### src/rtl/pipeline_pkg.sv
// Shared pipeline definitions for the fetch stage.
//   WORD_W           instruction / address width
//   NOP_INSTR        word presented on the fetch output when nothing is valid
//   RESET_PC_DEFAULT default reset PC for the fetch queue
//   STAT_W           width of the optional fetch statistics counters
//   fetch_state_e    fetch FSM encoding (IDLE / WAIT / DISCARD)
//   fetch_entry_t    prefetch FIFO entry {instruction, pc_plus4}
//   sat_add          saturating add used by the statistics counters
package pipeline_pkg;

  localparam int unsigned       WORD_W           = 32;
  localparam logic [WORD_W-1:0] NOP_INSTR        = 32'h0;
  localparam logic [WORD_W-1:0] RESET_PC_DEFAULT = 32'h0;
  localparam int unsigned       STAT_W           = 16;

  typedef enum logic [1:0] {
    IDLE    = 2'd0,
    WAIT    = 2'd1,
    DISCARD = 2'd2
  } fetch_state_e;

  typedef struct packed {
    logic [WORD_W-1:0] instr;
    logic [WORD_W-1:0] pc_plus4;
  } fetch_entry_t;

  function automatic logic [STAT_W-1:0] sat_add(input logic [STAT_W-1:0] a,
                                                input logic [STAT_W:0]   inc);
    logic [STAT_W+1:0] sum;
    sum = {2'b00, a} + {1'b0, inc};
    return (sum > {2'b00, {STAT_W{1'b1}}}) ? '1 : sum[STAT_W-1:0];
  endfunction

endpackage

### src/rtl/instruction_fetch_queue_if.sv
// Bus bundle for instruction_fetch_queue.
//   redirect_valid/redirect_pc  branch redirect from MEM
//   out_ready/out_valid/instruction/pc_plus4  IF/ID handshake
//   imem_req/imem_addr/imem_ack/imem_rdata    instruction memory req/ack
//   fetch_count/discard_count   optional statistics
// Modports: slave = fetch queue side, master = environment side.
interface instruction_fetch_queue_if;
  import pipeline_pkg::*;

  logic              redirect_valid;
  logic [WORD_W-1:0] redirect_pc;
  logic              out_ready;
  logic              out_valid;
  logic [WORD_W-1:0] instruction;
  logic [WORD_W-1:0] pc_plus4;
  logic              imem_req;
  logic [WORD_W-1:0] imem_addr;
  logic              imem_ack;
  logic [WORD_W-1:0] imem_rdata;
  logic [STAT_W-1:0] fetch_count;
  logic [STAT_W-1:0] discard_count;

  modport slave (
    input  redirect_valid, redirect_pc, out_ready, imem_ack, imem_rdata,
    output out_valid, instruction, pc_plus4, imem_req, imem_addr,
           fetch_count, discard_count
  );

  modport master (
    output redirect_valid, redirect_pc, out_ready, imem_ack, imem_rdata,
    input  out_valid, instruction, pc_plus4, imem_req, imem_addr,
           fetch_count, discard_count
  );

endinterface

### src/rtl/instruction_fetch_queue_fifo.sv
// fetch_fifo: show-ahead FIFO for the prefetch queue.
//   clk, rst_n   clock, async active-low reset
//   push_i/data_i  write one entry
//   pop_i          remove head entry
//   flush_i        empty the FIFO (wins over push/pop)
//   head_o         current head entry (valid when !empty_o)
//   count_o/full_o/empty_o  occupancy
// DEPTH must be a power of 2 so pointers wrap naturally.
module fetch_fifo #(
  parameter int unsigned DEPTH = 4,
  parameter int unsigned W     = 64
) (
  input  logic                       clk,
  input  logic                       rst_n,
  input  logic                       push_i,
  input  logic [W-1:0]               data_i,
  input  logic                       pop_i,
  input  logic                       flush_i,
  output logic [W-1:0]               head_o,
  output logic [$clog2(DEPTH):0]     count_o,
  output logic                       full_o,
  output logic                       empty_o
);
  localparam int unsigned AW = $clog2(DEPTH);
  localparam int unsigned CW = AW + 1;

  logic [W-1:0]  mem_q [DEPTH];
  logic [AW-1:0] wr_ptr_q, rd_ptr_q;
  logic [CW-1:0] count_q;
  logic          wr_en, rd_en;

  assign full_o  = (count_q == CW'(DEPTH));
  assign empty_o = (count_q == '0);
  assign count_o = count_q;
  assign head_o  = mem_q[rd_ptr_q];

  // Push into a full FIFO is only accepted alongside a pop.
  assign wr_en = push_i && (!full_o || pop_i);
  assign rd_en = pop_i && !empty_o;

  always_ff @(posedge clk or negedge rst_n) begin
    if (!rst_n) begin
      wr_ptr_q <= '0;
      rd_ptr_q <= '0;
      count_q  <= '0;
    end else if (flush_i) begin
      wr_ptr_q <= '0;
      rd_ptr_q <= '0;
      count_q  <= '0;
    end else begin
      if (wr_en) wr_ptr_q <= wr_ptr_q + 1'b1;
      if (rd_en) rd_ptr_q <= rd_ptr_q + 1'b1;
      count_q <= count_q + CW'(wr_en) - CW'(rd_en);
    end
  end

  always_ff @(posedge clk) begin
    if (wr_en && !flush_i) mem_q[wr_ptr_q] <= data_i;
  end

endmodule

### src/rtl/instruction_fetch_queue.sv
// instruction_fetch_queue: fetch stage feeding IF/ID.
// Owns the PC, keeps at most one instruction-memory read outstanding,
// buffers returned words with PC+4 in a prefetch FIFO and handles
// branch redirects (flush + drop of any in-flight word).
//   clk, rst_n  clock, async active-low reset
//   bus         instruction_fetch_queue_if.slave (redirect, IF/ID, imem, stats)
// Parameters: DEPTH (power of 2, 2..16), RESET_PC (word aligned).
// Optional build macro FETCH_STATS_EN enables saturating fetch/discard
// counters; otherwise both counter outputs are tied to zero.
module instruction_fetch_queue
  import pipeline_pkg::*;
#(
  parameter int unsigned       DEPTH    = 4,
  parameter logic [WORD_W-1:0] RESET_PC = RESET_PC_DEFAULT
) (
  input logic                      clk,
  input logic                      rst_n,
  instruction_fetch_queue_if.slave bus
);
  localparam int unsigned CW = $clog2(DEPTH) + 1;

  fetch_state_e      state_q, state_d;
  logic [WORD_W-1:0] fetch_pc_q, fetch_pc_d;
  logic [WORD_W-1:0] imem_addr_q, imem_addr_d;
  logic [WORD_W-1:0] pc_inc;
  logic              push, pop, fifo_full, fifo_empty;
  logic [CW-1:0]     fifo_count, count_after;
  fetch_entry_t      push_entry, head_entry;

  assign pc_inc      = fetch_pc_q + 32'd4;
  assign pop         = !fifo_empty && bus.out_ready && !bus.redirect_valid;
  assign push        = (state_q == WAIT) && bus.imem_ack && !bus.redirect_valid;
  assign push_entry  = '{instr: bus.imem_rdata, pc_plus4: pc_inc};
  assign count_after = fifo_count + CW'(push) - CW'(pop);

  fetch_fifo #(
    .DEPTH (DEPTH),
    .W     ($bits(fetch_entry_t))
  ) u_fifo (
    .clk     (clk),
    .rst_n   (rst_n),
    .push_i  (push),
    .data_i  (push_entry),
    .pop_i   (pop),
    .flush_i (bus.redirect_valid),
    .head_o  (head_entry),
    .count_o (fifo_count),
    .full_o  (fifo_full),
    .empty_o (fifo_empty)
  );

  always_ff @(posedge clk or negedge rst_n) begin
    if (!rst_n) begin
      state_q     <= IDLE;
      fetch_pc_q  <= RESET_PC;
      imem_addr_q <= RESET_PC;
    end else begin
      state_q     <= state_d;
      fetch_pc_q  <= fetch_pc_d;
      imem_addr_q <= imem_addr_d;
    end
  end

  // Reissue from WAIT only if the slot for the next word is still free after
  // this cycle's push/pop, so an outstanding ack always has room.
  always_comb begin
    state_d     = state_q;
    fetch_pc_d  = fetch_pc_q;
    imem_addr_d = imem_addr_q;
    unique case (state_q)
      IDLE: begin
        if (!bus.redirect_valid && !fifo_full) begin
          state_d     = WAIT;
          imem_addr_d = fetch_pc_q;
        end
      end
      WAIT: begin
        if (bus.redirect_valid) begin
          state_d = bus.imem_ack ? IDLE : DISCARD;
        end else if (bus.imem_ack) begin
          fetch_pc_d = pc_inc;
          if (count_after < CW'(DEPTH)) imem_addr_d = pc_inc;
          else                          state_d     = IDLE;
        end
      end
      DISCARD: begin
        if (bus.imem_ack) state_d = IDLE;
      end
      default: state_d = IDLE;
    endcase
    if (bus.redirect_valid) fetch_pc_d = bus.redirect_pc & ~32'h3;
  end

  assign bus.out_valid   = !fifo_empty;
  assign bus.instruction = fifo_empty ? NOP_INSTR : head_entry.instr;
  assign bus.pc_plus4    = fifo_empty ? '0 : head_entry.pc_plus4;
  assign bus.imem_req    = (state_q != IDLE);
  assign bus.imem_addr   = imem_addr_q;

`ifdef FETCH_STATS_EN
  logic [STAT_W-1:0] fetch_cnt_q, discard_cnt_q;
  logic [STAT_W:0]   discard_inc;
  logic              drop_ack;

  // A redirect drops every buffered entry plus any ack returning for the
  // abandoned request.
  assign drop_ack = bus.imem_ack &&
                    ((state_q == DISCARD) || ((state_q == WAIT) && bus.redirect_valid));
  assign discard_inc = (bus.redirect_valid ? {{(STAT_W+1-CW){1'b0}}, fifo_count} : '0)
                     + {{STAT_W{1'b0}}, drop_ack};

  always_ff @(posedge clk or negedge rst_n) begin
    if (!rst_n) begin
      fetch_cnt_q   <= '0;
      discard_cnt_q <= '0;
    end else begin
      fetch_cnt_q   <= sat_add(fetch_cnt_q, {{STAT_W{1'b0}}, pop});
      discard_cnt_q <= sat_add(discard_cnt_q, discard_inc);
    end
  end

  assign bus.fetch_count   = fetch_cnt_q;
  assign bus.discard_count = discard_cnt_q;
`else
  assign bus.fetch_count   = '0;
  assign bus.discard_count = '0;
`endif

endmodule
### src/flat_wrapper.sv
// flat-port wrapper written by rule: the top's interface ports become plain ports
module instruction_fetch_queue_flat import pipeline_pkg::*;
#(
  parameter int unsigned       DEPTH    = 4,
  parameter logic [WORD_W-1:0] RESET_PC = RESET_PC_DEFAULT
)
  (clk, rst_n, bus_redirect_valid, bus_redirect_pc, bus_out_ready, bus_imem_ack, bus_imem_rdata, bus_out_valid, bus_instruction, bus_pc_plus4, bus_imem_req, bus_imem_addr, bus_fetch_count, bus_discard_count);
  instruction_fetch_queue_if bus_i ();
  input logic clk;
  input logic rst_n;
  input wire logic [$bits(bus_i.redirect_valid)-1:0] bus_redirect_valid;
  input wire logic [$bits(bus_i.redirect_pc)-1:0] bus_redirect_pc;
  input wire logic [$bits(bus_i.out_ready)-1:0] bus_out_ready;
  input wire logic [$bits(bus_i.imem_ack)-1:0] bus_imem_ack;
  input wire logic [$bits(bus_i.imem_rdata)-1:0] bus_imem_rdata;
  output wire logic [$bits(bus_i.out_valid)-1:0] bus_out_valid;
  output wire logic [$bits(bus_i.instruction)-1:0] bus_instruction;
  output wire logic [$bits(bus_i.pc_plus4)-1:0] bus_pc_plus4;
  output wire logic [$bits(bus_i.imem_req)-1:0] bus_imem_req;
  output wire logic [$bits(bus_i.imem_addr)-1:0] bus_imem_addr;
  output wire logic [$bits(bus_i.fetch_count)-1:0] bus_fetch_count;
  output wire logic [$bits(bus_i.discard_count)-1:0] bus_discard_count;
  assign bus_i.redirect_valid = bus_redirect_valid;
  assign bus_i.redirect_pc = bus_redirect_pc;
  assign bus_i.out_ready = bus_out_ready;
  assign bus_i.imem_ack = bus_imem_ack;
  assign bus_i.imem_rdata = bus_imem_rdata;
  assign bus_out_valid = bus_i.out_valid;
  assign bus_instruction = bus_i.instruction;
  assign bus_pc_plus4 = bus_i.pc_plus4;
  assign bus_imem_req = bus_i.imem_req;
  assign bus_imem_addr = bus_i.imem_addr;
  assign bus_fetch_count = bus_i.fetch_count;
  assign bus_discard_count = bus_i.discard_count;
  instruction_fetch_queue #(.DEPTH(DEPTH), .RESET_PC(RESET_PC)) u_core (.clk(clk), .rst_n(rst_n), .bus(bus_i));
endmodule
### config.mk
export PLATFORM = sky130hd
export DESIGN_NAME = instruction_fetch_queue_flat
export DESIGN_NICKNAME = d
export VERILOG_FILES = /design/src/rtl/pipeline_pkg.sv /design/src/rtl/instruction_fetch_queue_if.sv /design/src/rtl/instruction_fetch_queue_fifo.sv /design/src/rtl/instruction_fetch_queue.sv /design/src/flat_wrapper.sv
export SDC_FILE = /design/constraint.sdc
export NUM_CORES = 1
export LEC_CHECK = 0
export CAP_MARGIN = 20
export CORE_AREA = 2 2 125 219
export CTS_CLUSTER_SIZE = 28
export DETAILED_ROUTE_END_ITERATION = 8
export DIE_AREA = 0 0 127 221
export PLACE_DENSITY = 0.79
export SLEW_MARGIN = 20
export SYNTH_ARGS = -nofsm -noshare
export SYNTH_HDL_FRONTEND = slang
export SYNTH_SLANG_ARGS = --single-unit
### constraint.sdc
create_clock -name clk -period 3.4 [get_ports clk]
set_input_delay 0.51 -clock clk [delete_from_list [all_inputs] [get_ports clk]]
set_output_delay 0.51 -clock clk [all_outputs]
set_load 0.005 [all_outputs]
==> flow_summary.yaml <==
run_status:
  status: "complete, no violations"
clock_network:
  cts_setup_buffers: 0
  h-tree-depth: 1
  cts_inserted_buffers: 27
  clockRootBuffer: "clkbuf_16"
  clock_sinks: 317
  clk_pin_slew_ns: 0.07
  cts_buffer_depth: 3
  cts_tree: "yes"
  cts_resized: 0
  cts_hold_buffers: 0
  clk_latency_ns: 0.54
setup_path:
  cp-start-kind: "flip-flop"
  crit_type: "reg2reg"
  end_kind: "flip-flop"
  reg2reg_from: "u_core.u_fifo.count_o[1]"
  cp.arrival_ns: 3.58
  critPathLaunch: "u_core.u_fifo.count_o[1]"
  required_ns: 3.83
  path_max_fanout: 30
placement:
  placed_area_sq_mm: 0.0161
  numPortBuffers: 160
  place_ws_ns: 0.0733
  place.gp.congestion: 0.889
  dpl.hpwl_mm: 19.4
logic_synthesis:
  async_reset_ff_frac: 0.218
  yosysUniqueCellTypes: 53
  syn-cell-area_sq_mm: 0.0143
  avgSynthCellArea_sq_um: 15.0
  ys_seq_elements: 317
  syn_inst: 952
  synth_flop_cell: "edfxtp_1"
  ys_warn_count: 0
  synth_seq_area_share: 0.642
  synth_edf_count: 248
timing:
  hold_viol_final: 0
  finalMaxSlewViolations: 0
  fin_crit_ns: 3.15
  grt_setup_unrepaired: "no"
  max_slew_margin: 0.447
  timing.setup.tns_ns: 0
  max_clock_freq_mhz: 317
  tightestPinTransition_ns: 0.824
  fin_ws_ns: 0.247
  setup_viol: 0
  fin_crit_sh: 0.927
  clock-skew-final_ns: 0.00970
global_route:
  grt_pass1_vias: 8895
  grt_pass1_wl_mm: 47.1
  grt_usage: 0.214
  antenna_found_initial: 0
  grt_overflow: 0
  grt_max_degree: 65
layout:
  final_cell_mix: "248 x edfxtp_1, 159 x clkdlybuf4s50_1, 67 x dfrtp_1, 64 x and2_1, 62 x mux4_2"
  syn_to_final_growth_pct: 18.5
  final_common_cell: "edfxtp_1"
  layout.nets: 1173
  antennaDiodeCount: 0
  design_area_sq_mm: 0.0169
  layout-drive-gt1-share: 0.145
  utilization: 0.644
hold_path:
  hold_path_class: "in2async"
routing:
  firstDrtPassIters: 5
  drc: 0
  vias: 8454
  wire_per_inst_um: 20.6
  drtIter0Drc: 550
  ant_nets: 0
  routed_wl_mm: 29.7
  post_drt_via_cell_ratio: 5.88
die:
  core_sq_mm: 0.0263
  rows: 79
  io_pins: 199
  die_area_sq_mm: 0.0281
  die_x_um: 127
  die_y_um: 221
  start_util: 0.544
power:
  power_density_mw_per_mm2: 659
  total_power_w: 0.0112
  leakage_nw: 5.68
  ir_drop_mv: 0.442
job:
  maxCapViolCount: 0
==> routing by layer <==
| layer | vias to the layer above | share of wire | wire length (um) | GRT usage |
|---|---|---|---|---|
| met2 | 291 | 0.55 | 16300 | 0.394 |
| li1 | 3838 | - | - | - |
| met5 | - | 0 | 0 | 0 |
| met4 | 0 | 0.036 | 1060 | 0.0897 |
| met3 | 67 | 0.045 | 1350 | 0.0210 |
| met1 | 4258 | 0.37 | 11000 | 0.253 |
==> worst paths after layout <==
| kind | end | slack [ns] | depth (start not counted) |
|---|---|---|---|
| setup / recovery | u_core.bus.imem_addr[6] | 0.25 | 10 |
| hold / removal | u_core.fetch_pc_q[11] | 0.04 | 1 |
| setup reg to reg | u_core.bus.imem_addr[6] | 0.25 | 10 |
| hold reg to reg | u_core.bus.imem_addr[12] | 0.52 | 1 |
| max in group asynchronous | u_core.fetch_pc_q[26] | 2.50 | 2 |
| min in group clk | u_core.bus.imem_addr[12] | 0.52 | 1 |
==> kinds of logic (layout without fill, tap and decap cells) <==
logic type                 Yosys count  after routing  share of synthesized area
DFF                                317            317                      0.642
muxes                               76             76                      0.111
buffers and inverters              123            250                     0.0489
other                                1             36                   0.000262
xor gates and xnor gates            57             57                     0.0349
adders and majority gates           10             10                    0.00928
AOI/OAI and AO/OA                   84             84                     0.0377
and+or+nand+nor                    284            284                      0.116
==> through the flow <==
step	instances	hold WS, ns
2_1_floorplan	987	0.214
3_3_place_gp	1389	0.497
3_5_place_dp	1389	0.497
4_1_cts	1438	0.0421
5_1_grt	1438	0.0706
6_report	1438	0.0372
==> power breakdown <==
group | leakage, nW | switching [W] | internal (W)
Combinational | 2.22 | 0.00137 | 0.00196
Sequential | 3.05 | 0.000282 | 0.00454
Clock | 0.414 | 0.00136 | 0.00165
Total | 5.68 | 0.00301 | 0.00815
==> synth_stat cells, types with 13 or more instances <==
master / count / area, sq um
xnor2_1: 33 / 289
nand4_1: 17 / 106
inv_1: 13 / 48.8
o21ai_0: 25 / 125
nand2_1: 38 / 143
o31ai_1: 18 / 135
xor2_1: 24 / 210
buf_4: 42 / 315
nor3_1: 16 / 80.1
and2_1: 68 / 425
clkbuf_1: 38 / 143
nor2_1: 38 / 143
mux4_2: 62 / 1400
edfxtp_1: 248 / 7450
dfrtp_1: 69 / 1730
or4_1: 21 / 158
a31oi_1: 32 / 200
nor4_1: 25 / 156
buf_2: 17 / 85.1
nand3_1: 23 / 115
==> flip-flops by register name, summed over array words and instances, names as in the netlist <==
name / cells
u_core.bus.imem_addr: 30
u_core.u_fifo.mem_q: 248
u_core.u_fifo.rd_ptr_q: 2
u_core.fetch_pc_q: 30
u_core.u_fifo.wr_ptr_q: 2
u_core.u_fifo.count_o: 3
u_core.state_q: 2
==> critical path, stage by stage, from the launching register on <==
cell      delay [ns]
dfrtp_1         0.41
or3_2           0.48
nand2_1         0.15
nor2_1          0.06
ha_1            0.20
inv_1           0.06
ha_1            0.21
and3b_1         0.21
o2111a_1        0.27
or3_4           0.61
mux2_4          0.37
==> cell type report <==
cell class / count / area [sq um]
Sequential cell: 317 / 9180
Clock buffer: 34 / 712
Timing Repair Buffer: 188 / 1890
Tap cell: 324 / 405
Clock inverter: 15 / 143
Inverter: 13 / 48.8
Multi-Input combinational cell: 547 / 4560
Fill cell: 1899 / 9350
Power figures use the tool's default switching activity.
==> edit (same flow settings) <==
The 3 states of `fetch_state_e` get a one-hot encoding in 3 bits.
--- a/src/rtl/pipeline_pkg.sv
+++ b/src/rtl/pipeline_pkg.sv
@@ -13,10 +13,10 @@
   localparam logic [WORD_W-1:0] RESET_PC_DEFAULT = 32'h0;
   localparam int unsigned       STAT_W           = 16;
 
-  typedef enum logic [1:0] {
-    IDLE    = 2'd0,
-    WAIT    = 2'd1,
-    DISCARD = 2'd2
+  typedef enum logic [2:0] {
+    IDLE    = 3'b001,
+    WAIT    = 3'b010,
+    DISCARD = 3'b100
   } fetch_state_e;
 
   typedef struct packed {
Formal check against the unedited RTL: no difference found for any inputs over 4 cycles, from zero or initial values and one cycle with rst_n low; so few cycles prove little.
==> edit against the unedited design <==
  * Final cell count is 0.35% lower
  * Setup slack worse by 0.072 ns
  * Total power is 1.6% lower
  * Routed wire length is 7.4% lower
  * Area after synthesis is 1.5% lower
  * Final area is 0.48% lower
  * Register-to-register slack better by 0.15 ns
  * Sequential cell count is 1 higher
  * Highest routed layer unchanged
==> edit: results <==
set metrics [dict create \
    r2r_cells 12 \
    first_pass_iters 6 \
    hpwl_mm 18.3 \
    p_int_w 0.00801 \
    hold_ws_ns 0.0862 \
    via_per_inst 5.43 \
    layout-drive-gt1-share_pct 17.0 \
    first_iter_violations 374 \
    use_met2_pct 37.0 \
    max_slew_margin_pct 41.5 \
    status "finished, final reports clean" \
    synth_area_leaders "edfxtp_1, dfrtp_1, mux4_2" \
    layout.nets 1165 \
    cp.arrival_ns 2.71 \
    grt_pass1_vias 8219 \
    ys_seq_area_share_pct 65.4 \
    numCtsBuffers 28 \
    r2r-end "u_core.bus.imem_addr[29]" \
    crit_fanout 18 \
    synthTopCellsByCount "edfxtp_1, dfrtp_1, and2_1, mux4_2, nand2_1" \
    cp_slowest_cell "dfrtp_4" \
    r2r_setup_slack_ns 0.40 \
    skew_ns 0.0140 \
    antenna_found_initial 1 \
    synth.distinct_cells 54 \
    drt_wl_total_mm 27.5 \
    r2r_start "u_core.u_fifo.count_o[2]" \
    grt.total_usage_pct 20.0 \
    grt_pass1_wl_mm 43.9 \
    cp_slowest_stage_delay_ns 0.68 \
    finalWeightedCongestion 0.856 \
]
[edit: changes by cell type after synthesis, sizes merged, moves of 12 or more]
cell,delta
nor4,-21
or4,-20
mux2,-12
o31ai,-17
xor2,+23
a31oi,-30
a21oi,+29
nor2,+18
nand2,+21
[edit: critical path: cells and delay by family, from the launching register on]
kind	cells	cell delay (ns)
multiplexers	1	0.53
AND/OR/NAND/NOR	1	0.17
flip-flops	1	0.68
buffers and inverters	2	0.77
[edit: cells by family after synthesis]
group | synth area share, %
multiplexers | 9.99
AND/OR/NAND/NOR | 10.4
buffers and inverters | 4.16
AO/OA/AOI/OAI | 3.47
adder cells (fa/ha/maj) | 0.942
XOR/XNOR | 5.66
flip-flops | 65.4
other | 0.0266
[edit: power groups by stage]
| stage | Clock (W) | Sequential, W | Combinational (W) |
|---|---|---|---|
| 4_1_cts | 0.00320 | 0.00479 | 0.00315 |
| 3_5_place_dp | 0 | 0.00487 | 0.00313 |
| 2_1_floorplan | 0 | 0.00475 | 0.00170 |
| 5_1_grt | 0.00334 | 0.00483 | 0.00335 |
| 6_report | 0.00312 | 0.00478 | 0.00307 |
| 3_3_place_gp | 0 | 0.00486 | 0.00308 |
[edit: area by class of cell]
type | count | area, µm²
well taps | 324 | 405
clock inverters | 22 | 186
clock buffers | 30 | 729
fillers | 1961 | 9440
flip-flops and latches | 318 | 9210
inverters | 10 | 37.5
diodes | 1 | 2.50
repair buffers | 186 | 1840
multi-input cells | 542 | 4450
[edit: layer usage]
| metal | vias to the layer above | share of wire (%) |
|---|---|---|
| met2 | 208 | 55 |
| li1 | 3639 | - |
| met5 | - | 0 |
| met3 | 52 | 3.9 |
| met1 | 3878 | 38 |
| met4 | 0 | 3.1 |
[edit: how the worst max path moves through the flow]
stage,slack [ns],depth (start not counted),end,from
after CTS,0.09,4,bus_instruction[8],u_core.u_fifo.rd_ptr_q[0]
after global routing,0.01,4,bus_instruction[28],u_core.u_fifo.rd_ptr_q[0]
final,0.18,4,bus_instruction[8],u_core.u_fifo.rd_ptr_q[0]
after detailed placement,0.07,12,u_core.bus.imem_addr[20],bus_imem_ack
after floorplan,0.04,5,u_core.u_fifo.mem_q[2][10],bus_imem_ack
after global placement,0.14,12,u_core.bus.imem_addr[20],bus_imem_ack
[edit: per-stage QoR]
step / std cells / worst slack, ns
detailed placement: 1380 / 0.0745
CTS: 1432 / 0.0906
finish: 1433 / 0.175
global placement: 1380 / 0.143
floorplan: 968 / 0.0419
global route: 1433 / 0.0112
